## src/rtl/dsp_mac_sequencer.sv

```systemverilog
// dsp_mac_sequencer
// Evaluates one dot product y = sum(a[i]*b[i]) over a shared single-port
// memory. Operands are fetched one pair at a time and accumulated in a wide
// signed accumulator. A single Q-format word is then written back, shifted
// right by FRAC_BITS and saturated to DATA_WIDTH.
module dsp_mac_sequencer #(
    parameter int DATA_WIDTH = 16,
    parameter int ADDR_WIDTH = 8,
    parameter int LEN_WIDTH  = 8,
    parameter int ACC_WIDTH  = 40,
    parameter int FRAC_BITS  = 15
) (
    input  logic                  wb_clk,
    input  logic                  wb_rst,
    input  logic                  start,
    input  logic [ADDR_WIDTH-1:0] a_base,
    input  logic [ADDR_WIDTH-1:0] b_base,
    input  logic [ADDR_WIDTH-1:0] y_addr,
    input  logic [LEN_WIDTH-1:0]  length,
    output logic                  busy,
    output logic                  done,
    output logic                  overflow,
    output logic                  mem_req,
    output logic                  mem_we,
    output logic [ADDR_WIDTH-1:0] mem_addr,
    output logic [DATA_WIDTH-1:0] mem_wdata,
    input  logic                  mem_ack,
    input  logic [DATA_WIDTH-1:0] mem_rdata
);

    localparam logic [2:0] IDLE = 3'd0;
    localparam logic [2:0] RD_A = 3'd1;
    localparam logic [2:0] RD_B = 3'd2;
    localparam logic [2:0] MAC  = 3'd3;
    localparam logic [2:0] WR_Y = 3'd4;
    localparam logic [2:0] DONE = 3'd5;

    // Largest and smallest DATA_WIDTH values, expressed at accumulator width
    // so the saturation compare is a plain signed comparison.
    localparam logic signed [ACC_WIDTH-1:0] SAT_MAX =
        {{(ACC_WIDTH-DATA_WIDTH+1){1'b0}}, {(DATA_WIDTH-1){1'b1}}};
    localparam logic signed [ACC_WIDTH-1:0] SAT_MIN =
        {{(ACC_WIDTH-DATA_WIDTH+1){1'b1}}, {(DATA_WIDTH-1){1'b0}}};

    logic [2:0]                    state;
    logic [ADDR_WIDTH-1:0]         a_base_q;
    logic [ADDR_WIDTH-1:0]         b_base_q;
    logic [ADDR_WIDTH-1:0]         y_addr_q;
    logic [LEN_WIDTH-1:0]          len_q;
    logic [LEN_WIDTH-1:0]          idx;
    logic [LEN_WIDTH-1:0]          idx_inc;
    logic signed [DATA_WIDTH-1:0]  op_a;
    logic signed [DATA_WIDTH-1:0]  op_b;
    logic signed [ACC_WIDTH-1:0]   acc;
    logic signed [2*DATA_WIDTH-1:0] product;
    logic signed [ACC_WIDTH-1:0]   product_ext;
    logic signed [ACC_WIDTH-1:0]   acc_sum;
    logic signed [ACC_WIDTH-1:0]   shifted;
    logic [DATA_WIDTH-1:0]         sat_word;
    logic                          sat_flag;
    logic                          accept;
    logic                          last_term;

    // A transfer completes only on a cycle where the request is actually up.
    assign accept    = mem_req & mem_ack;
    assign idx_inc   = idx + LEN_WIDTH'(1);
    assign last_term = (idx_inc == len_q);

    // Full-precision product, sign-extended and added to the running sum.
    assign product     = op_a * op_b;
    assign product_ext = {{(ACC_WIDTH-2*DATA_WIDTH){product[2*DATA_WIDTH-1]}}, product};
    assign acc_sum     = acc + product_ext;
    assign shifted     = acc_sum >>> FRAC_BITS;

    // Clamp the shifted final sum into DATA_WIDTH and flag any clipping.
    always_comb begin
        sat_word = shifted[DATA_WIDTH-1:0];
        sat_flag = 1'b0;
        if (shifted > SAT_MAX) begin
            sat_word = {1'b0, {(DATA_WIDTH-1){1'b1}}};
            sat_flag = 1'b1;
        end else if (shifted < SAT_MIN) begin
            sat_word = {1'b1, {(DATA_WIDTH-1){1'b0}}};
            sat_flag = 1'b1;
        end
    end

    // Descriptor capture, operand registers, term index and accumulator.
    always_ff @(posedge wb_clk) begin
        if (!wb_rst) begin
            a_base_q <= '0;
            b_base_q <= '0;
            y_addr_q <= '0;
            len_q    <= '0;
            idx      <= '0;
            op_a     <= '0;
            op_b     <= '0;
            acc      <= '0;
        end else begin
            case (state)
                IDLE: begin
                    if (start) begin
                        a_base_q <= a_base;
                        b_base_q <= b_base;
                        y_addr_q <= y_addr;
                        len_q    <= length;
                        idx      <= '0;
                        acc      <= '0;
                    end
                end
                RD_A: begin
                    if (accept) begin
                        op_a <= mem_rdata;
                    end
                end
                RD_B: begin
                    if (accept) begin
                        op_b <= mem_rdata;
                    end
                end
                MAC: begin
                    acc <= acc_sum;
                    idx <= idx_inc;
                end
                default: begin
                end
            endcase
        end
    end

    // Sequencer state and all registered memory/status outputs.
    always_ff @(posedge wb_clk) begin
        if (!wb_rst) begin
            state     <= IDLE;
            busy      <= 1'b0;
            done      <= 1'b0;
            overflow  <= 1'b0;
            mem_req   <= 1'b0;
            mem_we    <= 1'b0;
            mem_addr  <= '0;
            mem_wdata <= '0;
        end else begin
            done <= 1'b0;
            case (state)
                IDLE: begin
                    busy    <= 1'b0;
                    mem_req <= 1'b0;
                    mem_we  <= 1'b0;
                    if (start) begin
                        busy     <= 1'b1;
                        overflow <= 1'b0;
                        mem_req  <= 1'b1;
                        if (length == '0) begin
                            state     <= WR_Y;
                            mem_we    <= 1'b1;
                            mem_addr  <= y_addr;
                            mem_wdata <= '0;
                        end else begin
                            state    <= RD_A;
                            mem_we   <= 1'b0;
                            mem_addr <= a_base;
                        end
                    end
                end
                RD_A: begin
                    if (accept) begin
                        state    <= RD_B;
                        mem_addr <= b_base_q + ADDR_WIDTH'(idx);
                    end
                end
                RD_B: begin
                    if (accept) begin
                        state   <= MAC;
                        mem_req <= 1'b0;
                    end
                end
                MAC: begin
                    mem_req <= 1'b1;
                    if (last_term) begin
                        state     <= WR_Y;
                        mem_we    <= 1'b1;
                        mem_addr  <= y_addr_q;
                        mem_wdata <= sat_word;
                        overflow  <= sat_flag;
                    end else begin
                        state    <= RD_A;
                        mem_we   <= 1'b0;
                        mem_addr <= a_base_q + ADDR_WIDTH'(idx_inc);
                    end
                end
                WR_Y: begin
                    if (accept) begin
                        state   <= DONE;
                        mem_req <= 1'b0;
                        mem_we  <= 1'b0;
                        done    <= 1'b1;
                    end
                end
                DONE: begin
                    state <= IDLE;
                    busy  <= 1'b0;
                end
                default: begin
                    state   <= IDLE;
                    busy    <= 1'b0;
                    mem_req <= 1'b0;
                    mem_we  <= 1'b0;
                end
            endcase
        end
    end

endmodule
```

## config.mk

```make
export PLATFORM = sky130hd
export DESIGN_NAME = dsp_mac_sequencer
export DESIGN_NICKNAME = d
export VERILOG_FILES = /design/src/rtl/dsp_mac_sequencer.sv
export SDC_FILE = /design/constraint.sdc
export NUM_CORES = 1
export LEC_CHECK = 0
export ABC_AREA = 1
export CORE_MARGIN = 2
export CORE_UTILIZATION = 40
export DETAILED_ROUTE_END_ITERATION = 6
export DONT_BUFFER_PORTS = 1
export PLACE_DENSITY_LB_ADDON = 0.3
export RECOVER_POWER = 100
export SYNTH_ARGS = -nofsm -noshare
export SYNTH_HDL_FRONTEND = slang
export SYNTH_SLANG_ARGS = --single-unit
```

## constraint.sdc

```tcl
create_clock -name wb_clk -period 16.8 [get_ports wb_clk]
set_input_delay 0.84 -clock wb_clk [delete_from_list [all_inputs] [get_ports wb_clk]]
set_output_delay 0.84 -clock wb_clk [all_outputs]
set_load 0.01 [all_outputs]
```

==> impl_metrics.tcl, run 1 <==
set metrics [dict create \
    synth_top_family_by_area "adder cells" \
    end_kind "register" \
    path_delay_family "adder cells" \
    violations "capacitance limit, slew limit" \
    yosys_warnings 0 \
    finalSetupViolCount 0 \
    rows 82 \
    clk_path_buf_depth 2 \
    dpl.hpwl_um 41300 \
    yosysUniqueCellTypes 45 \
    gr-total-overflow 0 \
    synth_mux_area_frac 0 \
    finalHoldViolCount 0 \
    first_pass_iters 5 \
    cts_buffers 17 \
    r2r.worst_path.cells 27 \
    netlist_instances 2702 \
    hp-start "acc[0]" \
    synth_top_area_share 0.330 \
    min_period_ns 7.68 \
    antenna_found_initial 0 \
    yosys.area.top_type "fa_1" \
    multi_input_area_mm2 0.0140 \
    critPathRequiredTime_ns 17.11 \
    drtIter0Drc 853 \
    synth.area.top_cells "fa_1, dfxtp_1, nand2_1" \
    grt_pass1_vias 16900 \
    yosysSeqAreaShare 0.143 \
    synthSimpleGateAreaFrac 0.209 \
    rsz0062_at_grt "false" \
    die_w_um 228 \
    die_h_um 228 \
    cpPeakStageDelay_ns 0.76 \
    fmax_ghz 0.130 \
    reg2reg_to "mem_wdata[5]" \
    layout_setup_ws_ns 9.12 \
    track_usage 0.203 \
    cts_root_buf "clkbuf_16" \
    cts_sinks 144 \
    die_area_mm2 0.0521 \
    drive_gt1_frac 0.0451 \
    synth_xor_area_frac 0.0177 \
    synth_fp_nets 3216 \
    ir_drop_uv 63.5 \
    antenna_cells 0 \
    path_buf_inv 6 \
    netlist_area_mm2 0.0201 \
    maxCapViolCount 2 \
    grt_max_degree 68 \
    r2r_slack_ns 9.12 \
    cts_hold_buf 0 \
    p_per_area_mw_per_mm2 54.8 \
    start_util 0.403 \
    vias 15800 \
    clock_latency_ns 0.46 \
    ios 81 \
    portBuffers 0 \
    synth_edf_count 0 \
    htreeDepth 4 \
    worstSetupStartpointType "register" \
    post_cts_buffers 0 \
    min_path_type "reg2reg" \
    wl_um 49600 \
    post_synth_most_frequent_cells "nand2_1, inv_1, fa_1, nor2_1, dfxtp_1" \
    grt_first_pass_wirelength_um 86100 \
    hold_end "acc[0]" \
    cts_tree "built" \
    ant_nets 0 \
    clkTransAtPathRegs_ns 0.07 \
    run_status "finished, violations left" \
    worstMarginPinSlew_ns 1.80 \
    synthToLayoutAreaGrowth_pct 4.80 \
    post-place-ws_ns 9.50 \
    ys_ff_latch 144 \
    setup_tns_ns 0 \
    core_area_mm2 0.0499 \
    synth.most_common_cell "nand2_1" \
    ff_latch_area_mm2 0.00288 \
    finClkSkew_ns 0.0203 \
    final_nets 3142 \
    criticalPathCategory "reg2reg" \
    slowest_stage "fa_1" \
    cp_max_fo 17 \
    routabilityCongestion 0.897 \
    synth_compound_area_frac 0.0661 \
    synth-main-ff-cell "dfxtp_1" \
    routedWlPerCell_um 15.0 \
    postSynthAreaPerCell_um2 7.44 \
    rr_startpoint "op_b[1]" \
    ys_async_sr_fraction 0 \
    via_per_inst 4.76 \
    final-max-slew-violation-count 76 \
    final.period_utilization 0.457 \
    synth_adder_area_share 0.411 \
    postCtsResizedCells 0 \
    arrival_ns 7.99 \
    relSlewSlack -0.202 \
    nFillCells 5171 \
    leakage_nw 12.0 \
    drc 0 \
    hold_path_depth 2 \
]
[power breakdown]
part / internal (W) / switching, W / leakage (nW) / total (W)
clock: 0.000237 / 0.000172 / 0.287 / 0.000409
sequential: 0.000378 / 0.0000530 / 1.17 / 0.000431
combinational: 0.0000948 / 0.000220 / 10.6 / 0.000315
[area by class of cell]
| class | instances | area share |
|---|---|---|
| clock buffer | 19 | 0.0205 |
| clock inverter | 13 | 0.00837 |
| inverter | 700 | 0.125 |
| multi-input combinational | 1754 | 0.666 |
| sequential | 144 | 0.137 |
| tap | 672 | 0.0399 |
| timing repair buffer | 11 | 0.00338 |
[metal layers]
layer | track usage | wire length, µm | vias to the layer above
met5 | 0 | 0 | -
met3 | 0.0401 | 3300 | 60
met4 | 0.0437 | 762 | 0
li1 | - | - | 7707
met1 | 0.280 | 22600 | 7620
met2 | 0.331 | 22900 | 384
[registers in the layout, indices dropped and copies added, names as in the netlist]
signal / cells
mem_req: 1
a_base_q: 8
done: 1
mem_addr: 8
len_q: 8
op_a: 16
idx: 8
op_b: 16
busy: 1
y_addr_q: 8
acc: 40
mem_we: 1
mem_wdata: 16
state: 3
b_base_q: 8
overflow: 1
[per-stage QoR]
stage	hold WS, ns	instances	utilization	total power, W	area (µm²)
finish	0.467	3313	0.423	0.00115	21100
global route	0.495	3313	0.423	0.00123	21100
CTS	0.471	3313	0.425	0.00117	21200
detailed placement	0.461	3281	0.413	0.000758	20600
global placement	0.453	3281	0.413	0.000756	20600
floorplan	0.442	2702	-	0.000670	20100
[how the worst max path moves through the flow]
stage            start             to  slack [ns]  depth (start not counted)
5_1_grt        op_b[1]   mem_wdata[2]        8.47                         28
3_3_place_gp   op_b[1]   mem_wdata[5]        9.70                         27
6_report       op_b[1]   mem_wdata[5]        9.12                         27
3_5_place_dp   op_b[1]   mem_wdata[5]        9.50                         27
2_1_floorplan  op_b[5]  mem_wdata[10]       10.35                         30
4_1_cts        op_b[1]   mem_wdata[5]        9.48                         27
[worst register-to-register path: stages (launching register included)]
cell      delay (ns)
dfxtp_1         0.75
nand2_1         0.25
inv_1           0.13
fa_1            0.54
fa_1            0.53
inv_1           0.34
fa_1            0.63
fa_1            0.76
inv_1           0.16
fa_1            0.50
inv_1           0.05
fa_1            0.47
inv_1           0.04
ha_1            0.31
inv_1           0.08
o21ai_0         0.10
a21boi_0        0.17
o21ai_0         0.10
a21oi_1         0.23
nand3_1         0.19
nand2_2         0.09
nand2_1         0.06
xnor2_1         0.22
nand2_1         0.45
nand2_1         0.18
nand2_1         0.07
nand2_1         0.06
a21oi_1         0.08
[cell families (layout without fill, tap and decap cells)]
logic type	count (synthesis)	in the layout
buffers and inverters	804	743
AOI/OAI and AO/OA	244	244
DFF	144	144
xor gates and xnor gates	38	38
and+or+nand+nor	1010	1010
adders and majority gates	462	462
[cell usage in the layout, fill, tap and decap left out, types with 5 or more instances in the layout]
cell	instances
nand2_1	709
dfxtp_1	144
clkbuf_1	5
fa_1	332
xor2_1	19
ha_1	130
nor2_1	165
or2_2	8
inv_2	14
inv_1	681
a21oi_1	128
nor2_2	16
nor3_1	10
buf_4	8
nand3_2	6
o221ai_1	7
o21ai_0	88
nand3_1	38
clkbuf_16	17
xnor2_1	18
nand2_2	25
nand4_1	14
(Power assumes the default switching activity.)
==> run 2: changes to the inputs <==
==> constraint.sdc (replaced) <==
create_clock -name wb_clk -period 6.2 [get_ports wb_clk]
set_input_delay 0.31 -clock wb_clk [delete_from_list [all_inputs] [get_ports wb_clk]]
set_output_delay 0.31 -clock wb_clk [all_outputs]
set_load 0.01 [all_outputs]
==> run 2 against run 1 <==
The run ends with capacitance limit, slew limit, setup timing left. Setup slack got worse by 9.1 ns. Clock skew decreased by 0.0049 ns. Worst hold slack worse by 0.44 ns. Maximum frequency rose by 24%. Sequential share of layout area fell by 1.2 points. Count of clock-buffer cells in the layout decreased by 2. Largest power group unchanged.
==> impl_metrics.tcl, run 2 (same netlist as run 1, synthesis figures left out) <==
set metrics [dict create \
    grt_max_degree 57 \
    antenna_cells 0 \
    largest_reg_flops 40 \
    antenna_found_initial 0 \
    mostFrequentLayoutCells "inv_1, nand2_1, fa_1, nor2_1, buf_4" \
    slowest_stage "fa_2" \
    cts_root_buf "clkbuf_16" \
    track_usage 0.218 \
    end_kind "register" \
    die_h_um 228 \
    clk_path_buf_depth 2 \
    drc 0 \
    wl_um 54200 \
    cpPeakStageDelay_ns 0.66 \
    rows 82 \
    ios 81 \
    worstMarginPinSlew_ns 1.77 \
    first_pass_iters 5 \
    drtIter0Drc 923 \
    switching_share 0.399 \
    whs_ns 0.0221 \
    nFillCells 4932 \
    grt_first_pass_wirelength_um 91500 \
    routedWlPerCell_um 15.5 \
    maxCapViolCount 1 \
    drive_gt1_frac 0.156 \
    rr_startpoint "op_a[15]" \
    fmax_ghz 0.161 \
    min_path_type "in2reg" \
    worstSetupStartpointType "register" \
    cts_sinks 144 \
    clkTransAtPathRegs_ns 0.08 \
    clock_latency_ns 0.46 \
    cpMostUsedCell "fa_1" \
    grt_pass1_vias 18000 \
    vias 16800 \
    dpl.hpwl_um 44100 \
    via_per_inst 4.78 \
    synthToLayoutAreaGrowth_pct 17.2 \
    post-place-ws_ns -0.248 \
    min_period_ns 6.21 \
    p_int_w 0.00199 \
    htreeDepth 4 \
    finClkSkew_ns 0.0154 \
    p_sw_w 0.00132 \
    final.period_utilization 1.00 \
    top_register "acc" \
    finalHoldViolCount 0 \
    cts_buffers 17 \
    hp-start "mem_rdata[5]" \
    cts_tree "built" \
    die_w_um 228 \
    final_nets 3336 \
    routabilityCongestion 0.912 \
    seqPwrFrac 0.342 \
    start_util 0.403 \
    final-max-slew-violation-count 49 \
    violations "capacitance limit, slew limit, setup timing" \
    arrival_ns 6.60 \
    layout_setup_ws_ns -0.0149 \
    cp_max_fo 8 \
    final_common_cell "inv_1" \
    criticalPathCategory "reg2reg" \
    relSlewSlack -0.182 \
    critPathRequiredTime_ns 6.58 \
    p_per_area_mw_per_mm2 140 \
    ant_nets 0 \
    startpoint "op_a[15]" \
    core_area_mm2 0.0499 \
    portBuffers 0 \
    p_clk_frac 0.321 \
    leakage_nw 13.2 \
    gr-total-overflow 0 \
    rsz0062_at_grt "true" \
    finalSetupViolCount 3 \
    ir_drop_uv 217 \
    run_status "finished, violations left" \
    comb_power_share 0.337 \
    die_area_mm2 0.0521 \
]
run 2: layout make-up:
type,instances,area (µm²),share of cell area
multi-input cells,1756,14800,0.628
flip-flops and latches,144,2930,0.125
inverters,700,2650,0.112
repair buffers,203,1760,0.0746
well taps,672,841,0.0357
clock buffers,17,425,0.0181
clock inverters,15,151,0.00643
run 2: critical path, delay by kind of cell, from the launching register on:
kind	cells	cell delay, ns
and+or+nand+nor	16	1.49
buffers and inverters	5	0.50
adders and majority gates	7	3.61
DFF	1	0.37
AOI/OAI and AO/OA	1	0.16
run 2: per-layer routing:
metal	wire length, µm	share of wire	vias up	track usage
met1	23800	0.44	8185	0.284
li1	-	-	8101	-
met3	3150	0.058	79	0.0395
met2	25800	0.48	386	0.370
met5	0	0	-	0
met4	1470	0.027	0	0.0631
run 2: path summary, 6_finish.rpt:
kind         cells past startpoint           end  slack (ns)
max                             29  mem_wdata[2]       -0.01
min                              2       op_a[5]        0.02
min reg2reg                      2       acc[24]        0.47
max reg2reg                     29  mem_wdata[2]       -0.01
run 2: power by group through the flow:
stage	registers (W)	clock network (W)	logic, W
detailed placement	0.00115	0	0.000995
global placement	0.00115	0	0.000981
floorplan	0.00110	0	0.000719
global route	0.00114	0.00112	0.00124
CTS	0.00113	0.00108	0.00110
finish	0.00113	0.00106	0.00111
run 2: metrics by stage:
step	cell area, µm²	utilization	instances	total power [W]	TNS, ns
after floorplan	20100	-	2702	0.00181	0
after global placement	21700	0.436	3418	0.00213	-3.63
after detailed placement	21700	0.436	3418	0.00214	-4.01
after CTS	23100	0.464	3497	0.00331	0
after global routing	23600	0.473	3507	0.00350	-4.42
final	23600	0.473	3507	0.00330	-0.0244
run 2: what timing repair did:
| item | CTS | global route |
|---|---|---|
| hold buffers | 37 | 0 |
| endpoints found under the hold margin | 57 | 0 |
| pin swaps | 23 | 34 |
| setup endpoints to repair | 20 | 25 |
| cloned | 2 | 0 |
| gates resized for setup | 86 | 110 |
| buffers inserted | 9 | 10 |
==> run 3: changes to the inputs <==
--- a/config.mk
+++ b/config.mk
@@ -10,6 +10,7 @@
 export CORE_UTILIZATION = 40
 export DETAILED_ROUTE_END_ITERATION = 6
 export DONT_BUFFER_PORTS = 1
+export HOLD_SLACK_MARGIN = 0.1
 export PLACE_DENSITY_LB_ADDON = 0.3
 export RECOVER_POWER = 100
 export SYNTH_ARGS = -nofsm -noshare
==> run 3 against run 2 <==
Global-route usage fell by 0.24 points. Design area is 0.54% higher. Worst hold slack improved by 0.11 ns. Critical endpoint unchanged. Core utilization rose by 0.26 points. Highest routed layer unchanged. Power rose by 0.25%. The flow still finishes with violations (capacitance limit, slew limit, setup timing). Sequential cell count unchanged.
==> impl_metrics.tcl, run 3 (same netlist as run 1, synthesis figures left out) <==
set metrics [dict create \
    leakage_nw 13.2 \
    slowest_stage "fa_2" \
    wl_um 53500 \
    clkTransAtPathRegs_ns 0.08 \
    ir_drop_uv 222 \
    cts_sinks 144 \
    violations "capacitance limit, slew limit, setup timing" \
    clk_path_buf_depth 2 \
    finClkSkew_ns 0.0150 \
    nFillCells 4915 \
    first_pass_iters 5 \
    fin_util 0.475 \
    dpl.hpwl_um 44100 \
    post-place-ws_ns -0.248 \
    min_path_type "in2reg" \
    gr-total-overflow 0 \
    rows 82 \
    via_per_inst 4.76 \
    ios 81 \
    final_common_cell "inv_1" \
    top_register "acc" \
    antenna_found_initial 0 \
    die_area_mm2 0.0521 \
    cts_root_buf "clkbuf_16" \
    worstSetupStartpointType "register" \
    finalHoldViolCount 0 \
    routedWlPerCell_um 15.2 \
    end_kind "register" \
    final.period_utilization 1.01 \
    antenna_cells 0 \
    grt_pass1_vias 17900 \
    final-max-slew-violation-count 49 \
    ff_latch_area_mm2 0.00293 \
    routabilityCongestion 0.912 \
    fmax_ghz 0.160 \
    min_period_ns 6.24 \
    htreeDepth 4 \
    core_area_mm2 0.0499 \
    drc 0 \
    rsz0062_at_grt "true" \
    worstMarginPinSlew_ns 1.73 \
    largest_reg_flops 40 \
    whs_ns 0.128 \
    criticalPathCategory "reg2reg" \
    cpMostUsedCell "fa_1" \
    drive_gt1_frac 0.155 \
    critPathRequiredTime_ns 6.58 \
    die_h_um 228 \
    drtIter0Drc 902 \
    multi_input_area_mm2 0.0148 \
    grt_first_pass_wirelength_um 90800 \
    die_w_um 228 \
    arrival_ns 6.62 \
    finalSetupViolCount 5 \
    mostFrequentLayoutCells "inv_1, nand2_1, fa_1, nor2_1, buf_4" \
    run_status "finished, violations left" \
    track_usage 0.215 \
    layout_setup_ws_ns -0.0355 \
    vias 16800 \
    maxCapViolCount 1 \
    setup_tns_ns -0.0782 \
    grt_max_degree 67 \
    cpPeakStageDelay_ns 0.66 \
    relSlewSlack -0.157 \
    clock_latency_ns 0.46 \
    p_per_area_mw_per_mm2 140 \
    final_nets 3348 \
    ant_nets 0 \
    synthToLayoutAreaGrowth_pct 17.8 \
    cp_max_fo 8 \
    cts_tree "built" \
    start_util 0.403 \
    cts_buffers 17 \
    portBuffers 0 \
]
run 3: worst paths after layout:
| kind | startpoint | end | slack, ns | depth (start not counted) |
|---|---|---|---|---|
| max | op_a[15] | mem_wdata[2] | -0.04 | 29 |
| min | mem_rdata[7] | op_b[7] | 0.13 | 2 |
| max reg2reg | op_a[15] | mem_wdata[2] | -0.04 | 29 |
| min reg2reg | acc[24] | acc[24] | 0.47 | 2 |
run 3: final cells by class:
type	count	share of cell area
multi-input cells	1756	0.625
flip-flops and latches	144	0.124
inverters	700	0.112
repair buffers	215	0.0796
well taps	672	0.0355
clock buffers	17	0.0180
clock inverters	15	0.00639
run 3: timing repair:
action,in CTS,in global routing
resized for setup,86,110
buffers inserted,9,10
gates cloned,2,0
hold buffers,49,0
endpoints found under the setup margin,20,25
pin swaps,23,34
hold endpoints to repair,66,0
run 3: per-stage QoR:
| step | power (W) | instance area [µm²] | std cells |
|---|---|---|---|
| 6_report | 0.00331 | 23700 | 3519 |
| 4_1_cts | 0.00332 | 23300 | 3509 |
| 5_1_grt | 0.00351 | 23700 | 3519 |
| 3_5_place_dp | 0.00214 | 21700 | 3418 |
| 3_3_place_gp | 0.00213 | 21700 | 3418 |
| 2_1_floorplan | 0.00181 | 20100 | 2702 |
run 3: where the power goes:
| group | internal [W] | total (W) | switching [W] |
|---|---|---|---|
| Combinational | 0.000400 | 0.00112 | 0.000717 |
| Clock | 0.000567 | 0.00106 | 0.000498 |
| Sequential | 0.00103 | 0.00113 | 0.000105 |
| Total | 0.00199 | 0.00331 | 0.00132 |
run 3: critical path, delay by kind of cell, from the launching register on:
family	cells	cell delay (ns)
compound gates	1	0.16
fa+ha+maj	7	3.60
buf+inv	5	0.50
flops	1	0.37
simple gates	16	1.50
run 3: metal layers:
layer,share of wire,GRT usage,wire length [µm]
met4,0.026,0.0600,1400
met3,0.055,0.0359,2950
met2,0.48,0.368,25600
met1,0.44,0.282,23600
met5,0,0,0
